### config.mk
export PLATFORM = sky130hd
export DESIGN_NAME = sweep_ctrl
export DESIGN_NICKNAME = d
export VERILOG_FILES = /design/src/rtl/sweep_ctrl.sv
export SDC_FILE = /design/constraint.sdc
export NUM_CORES = 1
export LEC_CHECK = 0
export CORE_MARGIN = 5
export CORE_UTILIZATION = 60
export CTS_BUF_LIST = sky130_fd_sc_hd__clkbuf_8
export CTS_CLUSTER_SIZE = 16
export DETAILED_ROUTE_END_ITERATION = 8
export DONT_BUFFER_PORTS = 1
export PLACE_DENSITY_LB_ADDON = 0.15
export SYNTH_ARGS = -nofsm -noshare
export SYNTH_HDL_FRONTEND = slang
export SYNTH_SLANG_ARGS = --single-unit
### constraint.sdc
create_clock -name m_clock -period 3.05 [get_ports m_clock]
set_input_delay 0.4575 -clock m_clock [delete_from_list [all_inputs] [get_ports m_clock]]
set_output_delay 0.4575 -clock m_clock [all_outputs]
set_load 0.03 [all_outputs]
### src/rtl/sweep_ctrl.sv
// Sweep register front end for one pulse channel: decodes the $4001..$4003
// CPU writes, holds the sweep parameters and timer reload value, runs the
// half-frame divider, and produces the parameter-load, period-reload and
// sweep-step strobes plus the combinational channel mute.
module sweep_ctrl (
    input  logic        m_clock,
    input  logic        p_reset,
    input  logic        wr,
    input  logic [1:0]  addr,
    input  logic [7:0]  wdata,
    input  logic        half_frame,
    input  logic [10:0] period_in,
    output logic        e,
    output logic [2:0]  p,
    output logic        n,
    output logic [2:0]  s,
    output logic [10:0] timer_input,
    output logic        set_param,
    output logic        reset,
    output logic        exec,
    output logic        mute
);

    localparam int unsigned PERIOD_W = 11;
    localparam int unsigned TARGET_W = PERIOD_W + 1;
    localparam int unsigned DIV_W    = 3;
    localparam int unsigned MIN_PERIOD = 8;

    localparam logic [1:0] ADDR_SWEEP    = 2'd1;
    localparam logic [1:0] ADDR_TIMER_LO = 2'd2;
    localparam logic [1:0] ADDR_TIMER_HI = 2'd3;

    logic [7:0]          timer_lo;
    logic [2:0]          timer_hi;
    logic [DIV_W-1:0]    divider;
    logic                reload_flag;

    logic                wr_sweep;
    logic                wr_timer_lo;
    logic                wr_timer_hi;
    logic                div_reload;
    logic                exec_hit;
    logic [TARGET_W-1:0] period_ext;
    logic [TARGET_W-1:0] shift_term;
    logic [TARGET_W-1:0] target;

    // Register write decode; offset 0 belongs to another block and is ignored.
    always_comb begin
        wr_sweep    = 1'b0;
        wr_timer_lo = 1'b0;
        wr_timer_hi = 1'b0;
        if (wr) begin
            wr_sweep    = (addr == ADDR_SWEEP);
            wr_timer_lo = (addr == ADDR_TIMER_LO);
            wr_timer_hi = (addr == ADDR_TIMER_HI);
        end
    end

    // Target period and mute; negate mode leaves the period unchanged here.
    always_comb begin
        period_ext = TARGET_W'(period_in);
        shift_term = '0;
        if (!n) begin
            shift_term = period_ext >> s;
        end
        target = period_ext + shift_term;
        mute   = (period_in < PERIOD_W'(MIN_PERIOD)) || target[TARGET_W-1];
    end

    // Divider step decision and sweep-step qualification, all on pre-update state.
    always_comb begin
        div_reload = (divider == '0) || reload_flag;
        exec_hit   = half_frame && (divider == '0) && e && (s != 3'd0) && !mute;
    end

    // Sweep parameter latch.
    always_ff @(posedge m_clock or negedge p_reset) begin
        if (!p_reset) begin
            e <= 1'b0;
            p <= '0;
            n <= 1'b0;
            s <= '0;
        end else if (wr_sweep) begin
            e <= wdata[7];
            p <= wdata[6:4];
            n <= wdata[3];
            s <= wdata[2:0];
        end
    end

    // Timer reload value halves.
    always_ff @(posedge m_clock or negedge p_reset) begin
        if (!p_reset) begin
            timer_lo <= '0;
            timer_hi <= '0;
        end else begin
            if (wr_timer_lo) begin
                timer_lo <= wdata;
            end
            if (wr_timer_hi) begin
                timer_hi <= wdata[2:0];
            end
        end
    end

    assign timer_input = {timer_hi, timer_lo};

    // Half-frame divider; a sweep write in the same cycle re-arms the reload.
    always_ff @(posedge m_clock or negedge p_reset) begin
        if (!p_reset) begin
            divider     <= '0;
            reload_flag <= 1'b0;
        end else begin
            if (half_frame) begin
                if (div_reload) begin
                    divider <= p;
                end else begin
                    divider <= divider - DIV_W'(1);
                end
            end
            if (wr_sweep) begin
                reload_flag <= 1'b1;
            end else if (half_frame && div_reload) begin
                reload_flag <= 1'b0;
            end
        end
    end

    // One-cycle strobes; a period reload suppresses a coincident sweep step.
    always_ff @(posedge m_clock or negedge p_reset) begin
        if (!p_reset) begin
            set_param <= 1'b0;
            reset     <= 1'b0;
            exec      <= 1'b0;
        end else begin
            set_param <= wr_sweep;
            reset     <= wr_timer_hi;
            exec      <= exec_hit && !wr_timer_hi;
        end
    end

endmodule

==> flow_summary.json <==
{
  "grt_max_degree": 27,
  "synth_compound_area_share_pct": 11.0,
  "synth_simple_gate_area_share_pct": 18.6,
  "core_area_mm2": 0.00269,
  "cts_tree": "yes",
  "fp.dieW_um": 62.5,
  "drive_gt1_share_pct": 23.1,
  "min_period_ns": 3.25,
  "tns_ns": -0.202,
  "ys_top_cells_by_area": "dfrtp_1 (39%), ha_1 (9.1%), mux2_2 (8.9%)",
  "drc_errors": 0,
  "initial_core_util_pct": 61.5,
  "grtUsageMet1_pct": 23.8,
  "vias": 1347,
  "synth_seq_cells": 26,
  "muxShareOfSynthArea_pct": 18.3,
  "syn_to_final_growth_pct": 14.3,
  "fmax_mhz": 308,
  "path_class": "register to output pin",
  "tightest_slew_ns": 0.708,
  "grt_util_met2_pct": 35.8,
  "filler_cell_count": 205,
  "pin_count": 48,
  "pwr_density_cell_mw_per_mm2": 649,
  "min_path_type": "primary input to register",
  "dieArea_mm2": 0.00390,
  "dp_hpwl_um": 2890,
  "r2r_cells": 12,
  "violations": "setup timing",
  "worstPathArrival_ns": 2.79,
  "max_slew_margin_pct": 52.8,
  "cts_max_level": 1,
  "p_leak_nw": 0.857,
  "max-cap-violations": 0,
  "yosysTopAreaCellShare_pct": 39.4,
  "slew_violations": 0,
  "fin_ws_ns": -0.202,
  "clock_latency_ns": 0.27,
  "dr.pass1.iters": 4,
  "layout_commonest_cell": "nand2_1",
  "grt_pass1_vias": 1402,
  "cts_num_sinks": 26,
  "antennaDiodeCount": 0,
  "die_h_um": 62.5,
  "ctsRootBufferMaster": "clkbuf_8",
  "start_kind": "register",
  "synthArstFlopShare_pct": 100,
  "cts_buffers": 3,
  "nets": 220,
  "multi_input_area_um2": 996,
  "vias_per_cell": 6.32,
  "endpoint": "mute",
  "placed_area_mm2": 0.00169,
  "critical_path.startpoint": "s[1]",
  "grt_overflow_total": 0,
  "hold_ws_ns": 0.266,
  "first_iter_violations": 173,
  "grt_pass1_wl_um": 6670,
  "synth-adder-area-share_pct": 9.09,
  "finalSetupViolCount": 1,
  "drt_wl_total_um": 3940,
  "synth_ff_type": "dfrtp_1",
  "yosysTopAreaCell": "dfrtp_1",
  "required_ns": 2.59,
  "rows": 19,
  "regArea_um2": 653,
  "synth.distinct_cells": 32,
  "rsz0062_at_grt": "true",
  "finalCritPeriodShare_pct": 107,
  "clockBufferDepth": 2,
  "port_buffers": 0,
  "hold_viol": 0,
  "syn-cell-area_mm2": 0.00165,
  "crit-reg2reg-launch": "s[1]",
  "avgSynthCellArea_um2": 9.60,
  "gr-usage-all-layers_pct": 21.1,
  "yosysSeqAreaShare_pct": 39.4,
  "wl_per_cell_um": 18.5,
  "cp-end-kind": "output pin",
  "r2r-end": "exec",
  "top_usage_layer": "met2",
  "syn-instance-count": 172,
  "clk_pin_slew_ns": 0.08,
  "skew_ns": 0.000794,
  "ant_nets": 0,
  "r2r_setup_slack_ns": 0.30,
  "synth_xor_area_share_pct": 0,
  "post-route-util_pct": 70.3,
  "synth_edf_count": 0,
  "final_cell_mix": "nand2_1 (27), dfrtp_1 (24), nor2_1 (13), mux2_2 (13), ha_1 (12)",
  "gp_congestion": 0.915,
  "status": "finished with violations",
  "antenna_found_initial": 0,
  "fin_area_mm2": 0.00189,
  "use_met3_pct": 7.73,
  "cp_max_fo": 5,
  "ir_drop_uv": 579,
  "synth_top_family_by_area": "simple AND/OR/NAND/NOR gates",
  "syn_nets": 209,
  "ys.warnings.count": 0
}
area by class of cell:
class | count | share of cell area [%]
Tap cell | 31 | 2.05
Sequential cell | 26 | 34.6
Timing Repair Buffer | 13 | 6.49
Multi-Input combinational cell | 133 | 52.8
Inverter | 6 | 1.19
Clock buffer | 4 | 2.92
kinds of logic after synthesis:
kind of cell             Yosys count
AO/OA/AOI/OAI                     30
adder cells (fa/ha/maj)           12
buffers and inverters             13
flip-flops                        26
multiplexers                      26
AND/OR/NAND/NOR                   65
power by group:
part | internal [mW] | switching (mW)
combinational | 0.216 | 0.230
clock | 0.115 | 0.102
sequential | 0.411 | 0.151
routing by layer:
layer / wire (um) / part of all wire [%]
met5: 0 / 0
met4: 89 / 2.3
met3: 359 / 9.1
met2: 1960 / 50
met1: 1520 / 39
worst min path at each step:
stage	startpoint	endpoint	slack [ns]	depth (start not counted)
detailed placement	p_reset	timer_hi[1]	0.16	0
finish	half_frame	divider[2]	0.27	1
floorplan	p_reset	divider[0]	0.16	0
global placement	p_reset	timer_hi[1]	0.16	0
global route	half_frame	divider[2]	0.25	1
CTS	half_frame	divider[2]	0.26	1
sequential cells by signal, indices dropped and copies added (netlist names):
name,count
timer_lo,8
divider,3
p,3
s,3
timer_hi,3
e,1
exec,1
n,1
reload_flag,1
reset,1
set_param,1
per-stage QoR:
stage / power [mW] / std cells / setup WS, ns
after floorplan: 0.863 / 172 / 0.0741
after global placement: 0.928 / 200 / 0.129
after detailed placement: 0.944 / 200 / 0.0956
after CTS: 1.22 / 213 / -0.147
after global routing: 1.32 / 213 / -0.352
final: 1.22 / 213 / -0.202
worst max-delay path, stage by stage (launching register included):
cell      delay (ns)
dfrtp_2         0.43
buf_12          0.14
mux2i_2         0.21
nor2_1          0.08
a21oi_2         0.12
mux2i_1         0.08
nor2b_1         0.15
ha_1            0.32
a21oi_1         0.07
o211ai_1        0.31
a31oi_4         0.08
o311ai_4        0.52
Yosys cell counts (3+ instances only):
master / count
a21oi_1: 13
a31oi_1: 3
buf_2: 3
clkbuf_1: 3
dfrtp_1: 26
ha_1: 12
inv_1: 5
mux2_2: 13
mux2i_1: 11
nand2_1: 27
nand3_1: 4
nor2_1: 13
nor2b_1: 6
nor3_1: 3
nor4_1: 3
o21ai_0: 8
what timing repair did:
action	CTS	global route
setup endpoints to repair	1	1
hold endpoints to repair	26	0
buffers inserted	7	0
hold buffers	2	0
resized for setup	9	2
gates cloned	0	0
pin swaps	5	4
(Power assumes the default switching activity.)
